File: src/rtl/adder_pkg.sv
`default_nettype none
// ============================================================================
// Module   : adder_pkg
// Purpose  : Shared types and elaboration helpers for the digit-serial
//            adder/subtractor: FSM state encoding, digit count and digit
//            counter width calculation, operand width legality check.
// Revision : 1.0 - initial release
// ============================================================================
package adder_pkg;

  typedef enum logic [1:0] {
    IDLE = 2'd0,
    RUN  = 2'd1,
    DONE = 2'd2
  } state_t;

  // Number of DIGIT-wide slices in a WIDTH-bit operand.
  function automatic int calc_ndig(input int width, input int digit);
    return width / digit;
  endfunction

  // Counter must address NDIG digits; a 1-digit configuration still needs a
  // 1-bit counter so the vector is never zero-width.
  function automatic int calc_cnt_w(input int ndig);
    return (ndig <= 1) ? 1 : $clog2(ndig);
  endfunction

  // Operand width must split into whole digits.
  function automatic bit width_ok(input int width, input int digit);
    return (digit > 0) && (digit <= width) && ((width % digit) == 0);
  endfunction

endpackage
`default_nettype wire

File: src/rtl/digit_serial_adder_digit_adder.sv
`default_nettype none
// ============================================================================
// Module   : digit_adder
// Purpose  : Combinational DIGIT-bit ripple-carry adder built from full-adder
//            cells. Also exposes the carry into its MSB so the caller can
//            derive two's-complement overflow on the most significant digit.
// Ports    : i_a, i_b [DIGIT] addends; i_ci carry in
//            o_sum [DIGIT] sum; o_co carry out; o_c_msb carry into MSB cell
// Revision : 1.0 - initial release
// ============================================================================
module digit_adder #(
  parameter int DIGIT = 4
) (
  input  logic [DIGIT-1:0] i_a,
  input  logic [DIGIT-1:0] i_b,
  input  logic             i_ci,
  output logic [DIGIT-1:0] o_sum,
  output logic             o_co,
  output logic             o_c_msb
);

  logic [DIGIT:0] w_c;

  assign w_c[0] = i_ci;

  for (genvar i = 0; i < DIGIT; i++) begin : g_fa
    assign o_sum[i]  = i_a[i] ^ i_b[i] ^ w_c[i];
    assign w_c[i+1]  = (i_a[i] & i_b[i]) | (w_c[i] & (i_a[i] ^ i_b[i]));
  end

  assign o_co    = w_c[DIGIT];
  assign o_c_msb = w_c[DIGIT-1];

endmodule
`default_nettype wire

File: src/rtl/digit_serial_adder.sv
`default_nettype none
// ============================================================================
// Module   : digit_serial_adder
// Purpose  : Multi-cycle adder/subtractor processing WIDTH-bit operands
//            DIGIT bits per cycle with a registered inter-digit carry.
//            Valid/ready handshake on both operand and result sides.
// Ports    : clk, rst (sync, active-high)
//            in_valid/in_ready, a, b, ci, sub  - operand side
//            out_valid/out_ready, s, co, ovf   - result side
// Revision : 1.0 - initial release
// ============================================================================
module digit_serial_adder
  import adder_pkg::*;
#(
  parameter int WIDTH = 32,
  parameter int DIGIT = 4
) (
  input  logic             clk,
  input  logic             rst,
  input  logic             in_valid,
  output logic             in_ready,
  input  logic [WIDTH-1:0] a,
  input  logic [WIDTH-1:0] b,
  input  logic             ci,
  input  logic             sub,
  output logic             out_valid,
  input  logic             out_ready,
  output logic [WIDTH-1:0] s,
  output logic             co,
  output logic             ovf
);

  localparam int c_NDIG  = calc_ndig(WIDTH, DIGIT);
  localparam int c_CNT_W = calc_cnt_w(c_NDIG);
  localparam logic [c_CNT_W-1:0] c_LAST = c_CNT_W'(c_NDIG - 1);

  if (!width_ok(WIDTH, DIGIT)) begin : g_bad_width
    $error("digit_serial_adder: WIDTH must be a positive multiple of DIGIT");
  end

  state_t             r_state;
  state_t             w_state_nxt;
  logic [WIDTH-1:0]   r_a;
  logic [WIDTH-1:0]   r_b;
  logic [WIDTH-1:0]   r_s;
  logic               r_carry;
  logic [c_CNT_W-1:0] r_cnt;
  logic               r_co;
  logic               r_ovf;

  logic               w_accept;
  logic               w_last;
  logic [DIGIT-1:0]   w_dig_sum;
  logic               w_dig_co;
  logic               w_dig_cmsb;
  logic [WIDTH-1:0]   w_a_shift;
  logic [WIDTH-1:0]   w_b_shift;
  logic [WIDTH-1:0]   w_s_shift;

  assign w_accept = (r_state == IDLE) && in_valid;
  assign w_last   = (r_state == RUN) && (r_cnt == c_LAST);

  // Operands are consumed from the LSB end; results enter at the MSB end so
  // that after NDIG shifts the first digit computed sits at bit 0.
  if (DIGIT == WIDTH) begin : g_single
    assign w_a_shift = r_a;
    assign w_b_shift = r_b;
    assign w_s_shift = w_dig_sum;
  end else begin : g_multi
    assign w_a_shift = {{DIGIT{1'b0}}, r_a[WIDTH-1:DIGIT]};
    assign w_b_shift = {{DIGIT{1'b0}}, r_b[WIDTH-1:DIGIT]};
    assign w_s_shift = {w_dig_sum, r_s[WIDTH-1:DIGIT]};
  end

  digit_adder #(
    .DIGIT (DIGIT)
  ) u_digit_adder (
    .i_a     (r_a[DIGIT-1:0]),
    .i_b     (r_b[DIGIT-1:0]),
    .i_ci    (r_carry),
    .o_sum   (w_dig_sum),
    .o_co    (w_dig_co),
    .o_c_msb (w_dig_cmsb)
  );

  always_ff @(posedge clk) begin
    if (rst) begin
      r_state <= IDLE;
    end else begin
      r_state <= w_state_nxt;
    end
  end

  always_comb begin
    w_state_nxt = r_state;
    case (r_state)
      IDLE:    if (in_valid)  w_state_nxt = RUN;
      RUN:     if (w_last)    w_state_nxt = DONE;
      DONE:    if (out_ready) w_state_nxt = IDLE;
      default:                w_state_nxt = IDLE;
    endcase
  end

  always_ff @(posedge clk) begin
    if (rst) begin
      r_a     <= '0;
      r_b     <= '0;
      r_s     <= '0;
      r_carry <= 1'b0;
      r_cnt   <= '0;
      r_co    <= 1'b0;
      r_ovf   <= 1'b0;
    end else if (w_accept) begin
      // Subtraction is a + ~b + ~borrow: invert B and the incoming carry once.
      r_a     <= a;
      r_b     <= b ^ {WIDTH{sub}};
      r_carry <= ci ^ sub;
      r_cnt   <= '0;
    end else if (r_state == RUN) begin
      r_a     <= w_a_shift;
      r_b     <= w_b_shift;
      r_s     <= w_s_shift;
      r_carry <= w_dig_co;
      r_cnt   <= r_cnt + c_CNT_W'(1);
      if (w_last) begin
        r_co  <= w_dig_co;
        r_ovf <= w_dig_co ^ w_dig_cmsb;
      end
    end
  end

  assign in_ready  = (r_state == IDLE);
  assign out_valid = (r_state == DONE);
  assign s         = r_s;
  assign co        = r_co;
  assign ovf       = r_ovf;

endmodule
`default_nettype wire

File: config.mk
export PLATFORM = sky130hd
export DESIGN_NAME = digit_serial_adder
export DESIGN_NICKNAME = d
export VERILOG_FILES = /design/src/rtl/adder_pkg.sv /design/src/rtl/digit_serial_adder_digit_adder.sv /design/src/rtl/digit_serial_adder.sv
export SDC_FILE = /design/constraint.sdc
export NUM_CORES = 1
export LEC_CHECK = 0
export BUFFER_PORTS_ARGS = -buffer_cell sky130_fd_sc_hd__buf_2
export CAP_MARGIN = 10
export CORE_ASPECT_RATIO = 0.7
export CORE_MARGIN = 5
export CORE_UTILIZATION = 40
export DETAILED_ROUTE_END_ITERATION = 8
export PLACE_DENSITY = 0.6
export SYNTH_ARGS = -nofsm -noshare
export SYNTH_HDL_FRONTEND = slang
export SYNTH_SLANG_ARGS = --single-unit
export TNS_END_PERCENT = 5
File: constraint.sdc
create_clock -name clk -period 3.1 [get_ports clk]
set_input_delay 0.62 -clock clk [delete_from_list [all_inputs] [get_ports clk]]
set_output_delay 0.62 -clock clk [all_outputs]
set_load 0.01 [all_outputs]
==> summary.md, run 1 <==
| Metric | Value |
|---|---|
| Run status | `finished clean` |
| Largest net degree at the start of global routing | `65` |
| Initial antenna violation count | `0` |
| Sequential share of the synthesized area | `47.33%` |
| Mapped Area | `0.004399 mm2` |
| CTS tree | `built` |
| Clk_lat worst skew | `0.35 ns` |
| Final Hold Slack | `0.4536 ns` |
| Syn Nets | `585` |
| Setup Viol. Count Final | `0` |
| Core box area | `0.01089 mm2` |
| RSZ-0062 raised after global routing | `no` |
| Skew final | `0.007244 ns` |
| Starting Density | `40.40%` |
| Num CTS Buffers | `9` |
| Area growth from synthesis to layout | `20.31%` |
| Storage element area | `0.002082 mm2` |
| Post-CTS Hold Buffers | `0` |
| Synth Area per Inst | `8.643 um2` |
| Rows | `32` |
| Layout Nets | `667` |
| Tcrit/Tclk final | `71.13%` |
| Final HPWL DP | `7253 um` |
| Chip height | `97.74 um` |
| Pre-antenna DRT Iters | `5` |
| Inst Count DP | `733` |
| Hold Vio Cnt, Final | `0` |
| Netlist cell types | `32` |
| Leak pwr | `0.002125 uW` |
| Layout fillers | `1100` |
| Final Instance Count excl. Fillers | `747` |
| Post-CTS Setup Repair Bufs | `0` |
| Relative max-transition margin | `40.00%` |
| Share of cells above drive strength 1 | `23.40%` |
| Max-Cap Viols | `0` |
| Final ANT Viol Nets | `0` |
| Vias per cell | `4.941` |
| Post-synth top flop | `dfxtp_1` |
| Worst-path clk slew | `0.07 ns` |
| Pwr dens | `564.8 mW/mm2` |
| Sink Count | `104` |
| Cell count after synthesis | `509` |
| Grt ovf | `0` |
| CP Launch Type | `register` |
| DR WL/cell | `14.44 um` |
| Area of the die | `0.01323 mm2` |
| Setup TNS | `0 ns` |
| Placer Congestion | `0.7433` |
| Hold Crit Class | `reg -> reg` |
| Setup CP Type | `reg -> reg` |
| DRC | `0` |
| IO Count | `106` |
| Fmax | `453.5 MHz` |
| Via Count | `3691` |
| Port bufs | `105` |
| Post-synth EDFFs | `0` |
| Fin crit period | `2.205 ns` |
| N_diodes | `0` |
| Die Width | `135.3 um` |
| CTS max path bufs | `2` |
| WP data arrival | `2.47 ns` |
| Clk root buf | `clkbuf_16` |
| Tot GR Track Use | `16.51%` |
| CP Capture Type | `register` |
| Routed wire length | `10790 um` |
| Async SR Flop Fraction | `0%` |
| CP required | `3.36 ns` |
| Footprint of the multi-input gates | `0.002091 mm2` |
| Vias in the first global route | `3564` |
| Count of pins over their slew limit | `0` |
| DRT iter0 DRCs | `298` |
| CTS H-Tree Depth | `3` |
| Yosys Warn Count | `0` |
| #FFs+latches synth | `104` |
| Max FO, Critical Path | `2` |
| Worst VDD drop | `0.2664 mV` |
| First-pass GRT wire length | `17870 um` |
| Resized Gates After CTS | `0` |
| Transition time of the tightest slew-check pin | `0.9000 ns` |
-- critical path: stages, from the launching register on --
cell and delay, ns:
dfxtp_1 0.33, fa_1 0.41, inv_1 0.08, fa_1 0.16
inv_1 0.05, fa_1 0.40, inv_1 0.10, fa_1 0.41
a211oi_1 0.19
-- sequential cells by signal, summed over array words and instances (netlist names) --
register and flops:
r_a 32, r_b 32, s 32, r_cnt 3, r_state 2, co 1
ovf 1, r_carry 1
-- synthesized netlist by cell type (2+ instances only) --
| master | number | share of area [%] |
|---|---|---|
| fa_1 | 4 | 1.8 |
| a221o_1 | 24 | 5.5 |
| xnor2_1 | 27 | 5.4 |
| buf_6 | 2 | 0.51 |
| clkbuf_1 | 21 | 1.8 |
| buf_4 | 2 | 0.34 |
| nand2_1 | 89 | 7.6 |
| or3b_2 | 5 | 1.0 |
| a22oi_1 | 4 | 0.68 |
| dfxtp_1 | 104 | 47 |
| nand3_1 | 5 | 0.57 |
| xor2_1 | 8 | 1.6 |
| a222oi_1 | 4 | 0.91 |
| nand2b_1 | 6 | 0.85 |
| nor3_1 | 5 | 0.57 |
| nor2b_1 | 2 | 0.28 |
| buf_2 | 20 | 2.3 |
| nor2_1 | 64 | 5.5 |
| inv_1 | 7 | 0.60 |
| mux2i_1 | 2 | 0.46 |
| a21oi_1 | 65 | 7.4 |
| ha_1 | 2 | 0.57 |
| a211oi_1 | 28 | 4.8 |
-- report_power, final --
| group | switching, uW | internal, uW | total, uW | leakage [uW] |
|---|---|---|---|---|
| logic | 215 | 167 | 383 | 0.00113 |
| clock network | 491 | 643 | 1130 | 0.000141 |
| registers | 53.7 | 1420 | 1470 | 0.000852 |
-- per-layer routing --
layer,vias to the layer above,track usage [%],wire length [um]
met5,-,0,0
met4,0,3.253,26
met3,2,5.561,622
met2,84,24.31,4816
met1,1702,23.70,5321
li1,1903,-,-
-- path summary, 6_finish.rpt --
kind	start	to	slack [ns]	cells past startpoint
worst min register to register	s[3]$_SDFFE_PP0P_	s[3]$_SDFFE_PP0P_	0.45	2
worst max-delay path	r_a[0]$_SDFFE_PP0P_	s[31]$_SDFFE_PP0P_	0.89	8
worst max register to register	r_a[0]$_SDFFE_PP0P_	s[31]$_SDFFE_PP0P_	0.89	8
worst min-delay path	s[3]$_SDFFE_PP0P_	s[3]$_SDFFE_PP0P_	0.45	2
-- stage by stage --
stage          setup WS [ns]  power (uW)  instance area (um2)  utilization [%]
2_1_floorplan          1.021        1760                 4399                -
3_3_place_gp          0.9617        1880                 4999            45.90
3_5_place_dp          0.8956        1884                 4999            45.90
4_1_cts               0.9046        3029                 5293            48.60
5_1_grt               0.7798        3127                 5293            48.60
6_report              0.8949        2989                 5293            48.60
-- cell type report --
cell class / count / area share [%]
Clock buffer: 10 / 4.515
Tap cell: 153 / 3.617
Multi-Input combinational cell: 353 / 39.50
Timing Repair Buffer: 116 / 11.49
Sequential cell: 104 / 39.34
Inverter: 7 / 0.4965
Clock inverter: 4 / 1.040
-- kinds of logic after synthesis --
family | Yosys count | synth area share [%]
XOR/XNOR | 35 | 6.968
AO/OA/AOI/OAI | 131 | 20.34
adder cells (fa/ha/maj) | 6 | 2.389
AND/OR/NAND/NOR | 179 | 17.01
multiplexers | 2 | 0.4551
flip-flops | 104 | 47.33
buffers and inverters | 52 | 5.518
-- cells in the final DEF, fill, tap and decap left out, types with 2 or more instances in the layout --
master,Yosys,layout
a211oi_1,28,28
a21oi_1,65,65
a221o_1,24,24
a222oi_1,4,4
a22oi_1,4,4
buf_2,20,105
buf_4,2,11
clkbuf_16,0,9
dfxtp_1,104,104
fa_1,4,4
ha_1,2,2
inv_1,7,7
mux2i_1,2,2
nand2_1,89,89
nand2b_1,6,5
nand3_1,5,5
nor2_1,64,64
nor3_1,5,5
or3b_2,5,5
xnor2_1,27,27
xor2_1,8,8
No activity file was read; power rests on OpenSTA's default activity.
==> run 2, diff against run 1 <==
ABC_AREA = 1   (was not set)
PLACE_DENSITY = 0.59   (was 0.6)
clock period = 2.2 ns   (was 3.1 ns; I/O delays follow)
==> summary.md, run 2 <==
| Metric | Value |
|---|---|
| DP Worst Slack | `0.1082 ns (was 0.8956 ns)` |
| CP required | `2.49 ns (was 3.36 ns)` |
| Most frequent cell after synthesis | `nand2_1 (was dfxtp_1)` |
| Share of the synthesized area in the top cell type | `41.42% (was 47.33%)` |
| Most frequent cells in the layout | `334 x nand2_1, 105 x buf_2, 102 x dfxtp_1 (was 105 x buf_2, 104 x dfxtp_1, 89 x nand2_1)` |
| Hold Vio Cnt, Final | `0 (unchanged)` |
| Relative max-transition margin | `46.84% (was 40.00%)` |
| Power share of the combinational group | `16.6% (was 12.8%)` |
| Worst-path clk slew | `0.07 ns (about the same)` |
| Die Width | `144.0 um (was 135.3 um)` |
| Count of pins over their slew limit | `0 (unchanged)` |
| Post-synth EDFFs | `0 (unchanged)` |
| Sink Count | `104 (unchanged)` |
| DR WL/cell | `11.81 um (was 14.44 um)` |
| Max incr delay on CP | `0.39 ns (was 0.41 ns)` |
| Post-CTS Hold Buffers | `0 (unchanged)` |
| Most used routing layer | `met2 (unchanged)` |
| CTS H-Tree Depth | `3 (unchanged)` |
| CP bufs+invs | `5 (was 3)` |
| Synth area leader | `dfxtp_1 (unchanged)` |
| Sequential share of the synthesized area | `41.42% (was 47.33%)` |
| Skew final | `0.01126 ns (was 0.007244 ns)` |
| Port bufs | `105 (unchanged)` |
| Synth top area cells | `dfxtp_1 41%, nand2_1 25%, inv_1 4.9% (was dfxtp_1 47%, nand2_1 7.6%, a21oi_1 7.4%)` |
| Post-CTS Setup Repair Bufs | `0 (unchanged)` |
| Placer Congestion | `0.7930 (was 0.7433)` |
| Max FO, Critical Path | `2 (unchanged)` |
| Register-to-Register Path Depth | `12 (was 8)` |
| #FFs+latches synth | `104 (unchanged)` |
| Cell count after synthesis | `777 (was 509)` |
| Starting Density | `40.60% (was 40.40%)` |
| Transition time of the tightest slew-check pin | `0.7955 ns (was 0.9000 ns)` |
| Hold Path Origin | `a[30] (was s[3]$_SDFFE_PP0P_)` |
| IO Count | `106 (unchanged)` |
| Setup Viol. Count Final | `0 (unchanged)` |
| CP Capture Type | `register (unchanged)` |
| Leak pwr | `0.003075 uW (was 0.002125 uW)` |
| Vias per cell | `4.703 (was 4.941)` |
| Sequential share of power | `48.2% (was 49.3%)` |
| Fin crit period | `2.066 ns (was 2.205 ns)` |
| CTS max path bufs | `2 (unchanged)` |
| Yosys Warn Count | `0 (unchanged)` |
| Met3 Use GR | `3.547% (was 5.561%)` |
| CP Launch Type | `register (unchanged)` |
| Top cells by count, synth | `334 x nand2_1, 104 x dfxtp_1, 65 x inv_1 (was 104 x dfxtp_1, 89 x nand2_1, 65 x a21oi_1)` |
| N_diodes | `0 (unchanged)` |
| Initial antenna violation count | `0 (unchanged)` |
| First-pass GRT wire length | `20580 um (was 17870 um)` |
| Final HPWL DP | `8558 um (was 7253 um)` |
| Worst path top cell family by delay | `adder cells (unchanged)` |
| Worst R2R Start | `r_carry$_SDFFE_PP0P_ (was r_a[0]$_SDFFE_PP0P_)` |
| Max-Cap Viols | `0 (unchanged)` |
| Setup WS post-layout | `0.1342 ns (was 0.8949 ns)` |
| Setup CP Type | `reg -> reg (unchanged)` |
| Run status | `finished clean (unchanged)` |
| Via Count | `4821 (was 3691)` |
| Area of the die | `0.01494 mm2 (was 0.01323 mm2)` |
| Area growth from synthesis to layout | `18.80% (was 20.31%)` |
| Setup TNS | `0 ns (unchanged)` |
| Hold Crit Class | `in -> reg (was reg -> reg)` |
| DRC | `0 (unchanged)` |
| Rows | `34 (was 32)` |
| Fmax | `484.1 MHz (was 453.5 MHz)` |
| Worst VDD drop | `0.4994 mV (was 0.2664 mV)` |
| Tot GR Track Use | `16.36% (was 16.51%)` |
| Syn Nets | `853 (was 585)` |
| WHS Path Cells | `3 (was 2)` |
| Async SR Flop Fraction | `0% (unchanged)` |
| Layout Nets | `934 (was 667)` |
| Crit path top cell by count | `inv_1 (was fa_1)` |
| Chip height | `103.8 um (was 97.74 um)` |
| Routed wire length | `12110 um (was 10790 um)` |
| Final Core Density | `48.23% (was 48.60%)` |
| Reg2reg setup slack | `0.13 ns (was 0.89 ns)` |
| P_int | `3112 uW (was 2229 uW)` |
| RSZ-0062 raised after global routing | `no (unchanged)` |
| DRT iter0 DRCs | `264 (was 298)` |
| Clk_lat worst skew | `0.35 ns (about the same)` |
| Crit-path slowest cell | `fa_1 (unchanged)` |
| Clk root buf | `clkbuf_16 (unchanged)` |
| Critical-path cell list | `fa_1 -> inv_1 -> fa_1 -> inv_1 -> fa_2 -> inv_1 -> fa_1 -> inv_1 -> nand2_1 -> nand3_1 -> nand2_1 -> inv_1 (was fa_1 -> inv_1 -> fa_1 -> inv_1 -> fa_1 -> inv_1 -> fa_1 -> a211oi_1)` |
| Num CTS Buffers | `9 (unchanged)` |
| Met1 Use GR | `22.77% (was 23.70%)` |
| Sw frac | `29.29% (was 25.42%)` |
| Commonest non-fill, non-tap cell in the layout | `nand2_1 (was buf_2)` |
| Tcrit/Tclk final | `93.90% (was 71.13%)` |
| Pre-antenna DRT Iters | `4 (was 5)` |
| Synth Area per Inst | `6.469 um2 (was 8.643 um2)` |
| Switching power | `1289 uW (was 760.0 uW)` |
| Mapped Area | `0.005026 mm2 (was 0.004399 mm2)` |
| Grt ovf | `0 (unchanged)` |
| Pwr dens | `737.1 mW/mm2 (was 564.8 mW/mm2)` |
| Netlist cell types | `21 (was 32)` |
| CTS tree | `built (unchanged)` |
| Post-synth top flop | `dfxtp_1 (unchanged)` |
| Hold Path End | `r_a[30]$_SDFFE_PP0P_ (was s[3]$_SDFFE_PP0P_)` |
| Core box area | `0.01238 mm2 (was 0.01089 mm2)` |
| Share of cells above drive strength 1 | `17.03% (was 23.40%)` |
| Clk network pwr share | `35.1% (was 38.0%)` |
| Met2 track demand over resource | `26.33% (was 24.31%)` |
| WP data arrival | `2.35 ns (was 2.47 ns)` |
| Largest net degree at the start of global routing | `52 (was 65)` |
| R2R Path End | `r_carry$_SDFFE_PP0P_ (was s[31]$_SDFFE_PP0P_)` |
| Final ANT Viol Nets | `0 (unchanged)` |
| Vias in the first global route | `4472 (was 3564)` |
-- run 2: changes by cell type after synthesis, sizes merged, moves of 5 or more --
cell | previous run | this run
a211oi | 28 | 0
a21oi | 65 | 47
a221o | 24 | 0
inv | 7 | 67
nand2 | 89 | 335
nand2b | 6 | 0
nand3 | 5 | 33
nand3b | 1 | 24
nor3 | 5 | 0
o21ai | 0 | 34
or3b | 5 | 0
xnor2 | 27 | 0
-- run 2: what timing repair did --
item	4_1_cts	5_1_grt
endpoints found under the hold margin	0	0
resized for setup	0	3
setup endpoints to repair	0	2
-- run 2: logic make-up (layout without fill, tap and decap cells) --
| family | after synthesis | count (layout) | share of synthesized area [%] |
|---|---|---|---|
| DFF | 104 | 104 | 41.42 |
| AOI/OAI and AO/OA | 85 | 85 | 8.564 |
| buffers and inverters | 118 | 204 | 9.759 |
| adders and majority gates | 6 | 6 | 2.091 |
| xor gates and xnor gates | 6 | 6 | 1.046 |
| and+or+nand+nor | 458 | 458 | 37.12 |
-- run 2: power by group through the flow --
stage	Combinational [uW]	Clock, uW	Sequential [uW]
6_report	732	1550	2120
5_1_grt	848	1670	2140
4_1_cts	745	1580	2120
3_5_place_dp	743	0	2160
3_3_place_gp	725	0	2160
2_1_floorplan	486	0	2160
-- run 2: cell type report --
type | instances | area (um2)
Fill cell | 1303 | 6409
Multi-Input combinational cell | 555 | 2472
Sequential cell | 104 | 2085
Timing Repair Buffer | 121 | 670.6
Inverter | 67 | 251.5
Clock buffer | 9 | 225.2
Tap cell | 162 | 202.7
Clock inverter | 7 | 63.81
-- run 2: through the flow --
step                hold WS, ns  instances  instance area, um2  power [uW]
floorplan                0.4445        777                5026        2650
global placement         0.4521       1009                5677        2884
detailed placement       0.4554       1009                5677        2906
CTS                      0.3347       1025                5966        4449
global route             0.3440       1025                5971        4663
finish                   0.3472       1025                5971        4401
-- run 2: worst min-delay path, cell delays in order --
cell and delay (ns):
buf_2 0.10, nand2_1 0.05, a21oi_1 0.05
-- run 2: worst max-delay path by stage --
stage                    startpoint                    to  slack, ns  depth (start not counted)
2_1_floorplan   r_a[0]$_SDFFE_PP0P_    s[31]$_SDFFE_PP0P_       0.21                          8
3_3_place_gp    r_a[0]$_SDFFE_PP0P_    s[31]$_SDFFE_PP0P_       0.15                          8
3_5_place_dp    r_a[0]$_SDFFE_PP0P_  r_carry$_SDFFE_PP0P_       0.11                         12
4_1_cts         r_a[0]$_SDFFE_PP0P_  r_carry$_SDFFE_PP0P_       0.08                         12
5_1_grt        r_carry$_SDFFE_PP0P_  r_carry$_SDFFE_PP0P_      0.003                         12
6_report       r_carry$_SDFFE_PP0P_  r_carry$_SDFFE_PP0P_       0.13                         12
-- run 2: per-layer routing --
metal  part of all wire (%)  wire length (um)  vias up
li1                       -                 -     2541
met1                     48              5870     2167
met2                     46              5564      101
met3                    4.9               598       12
met4                   0.59                72        0
met5                      0                 0        -
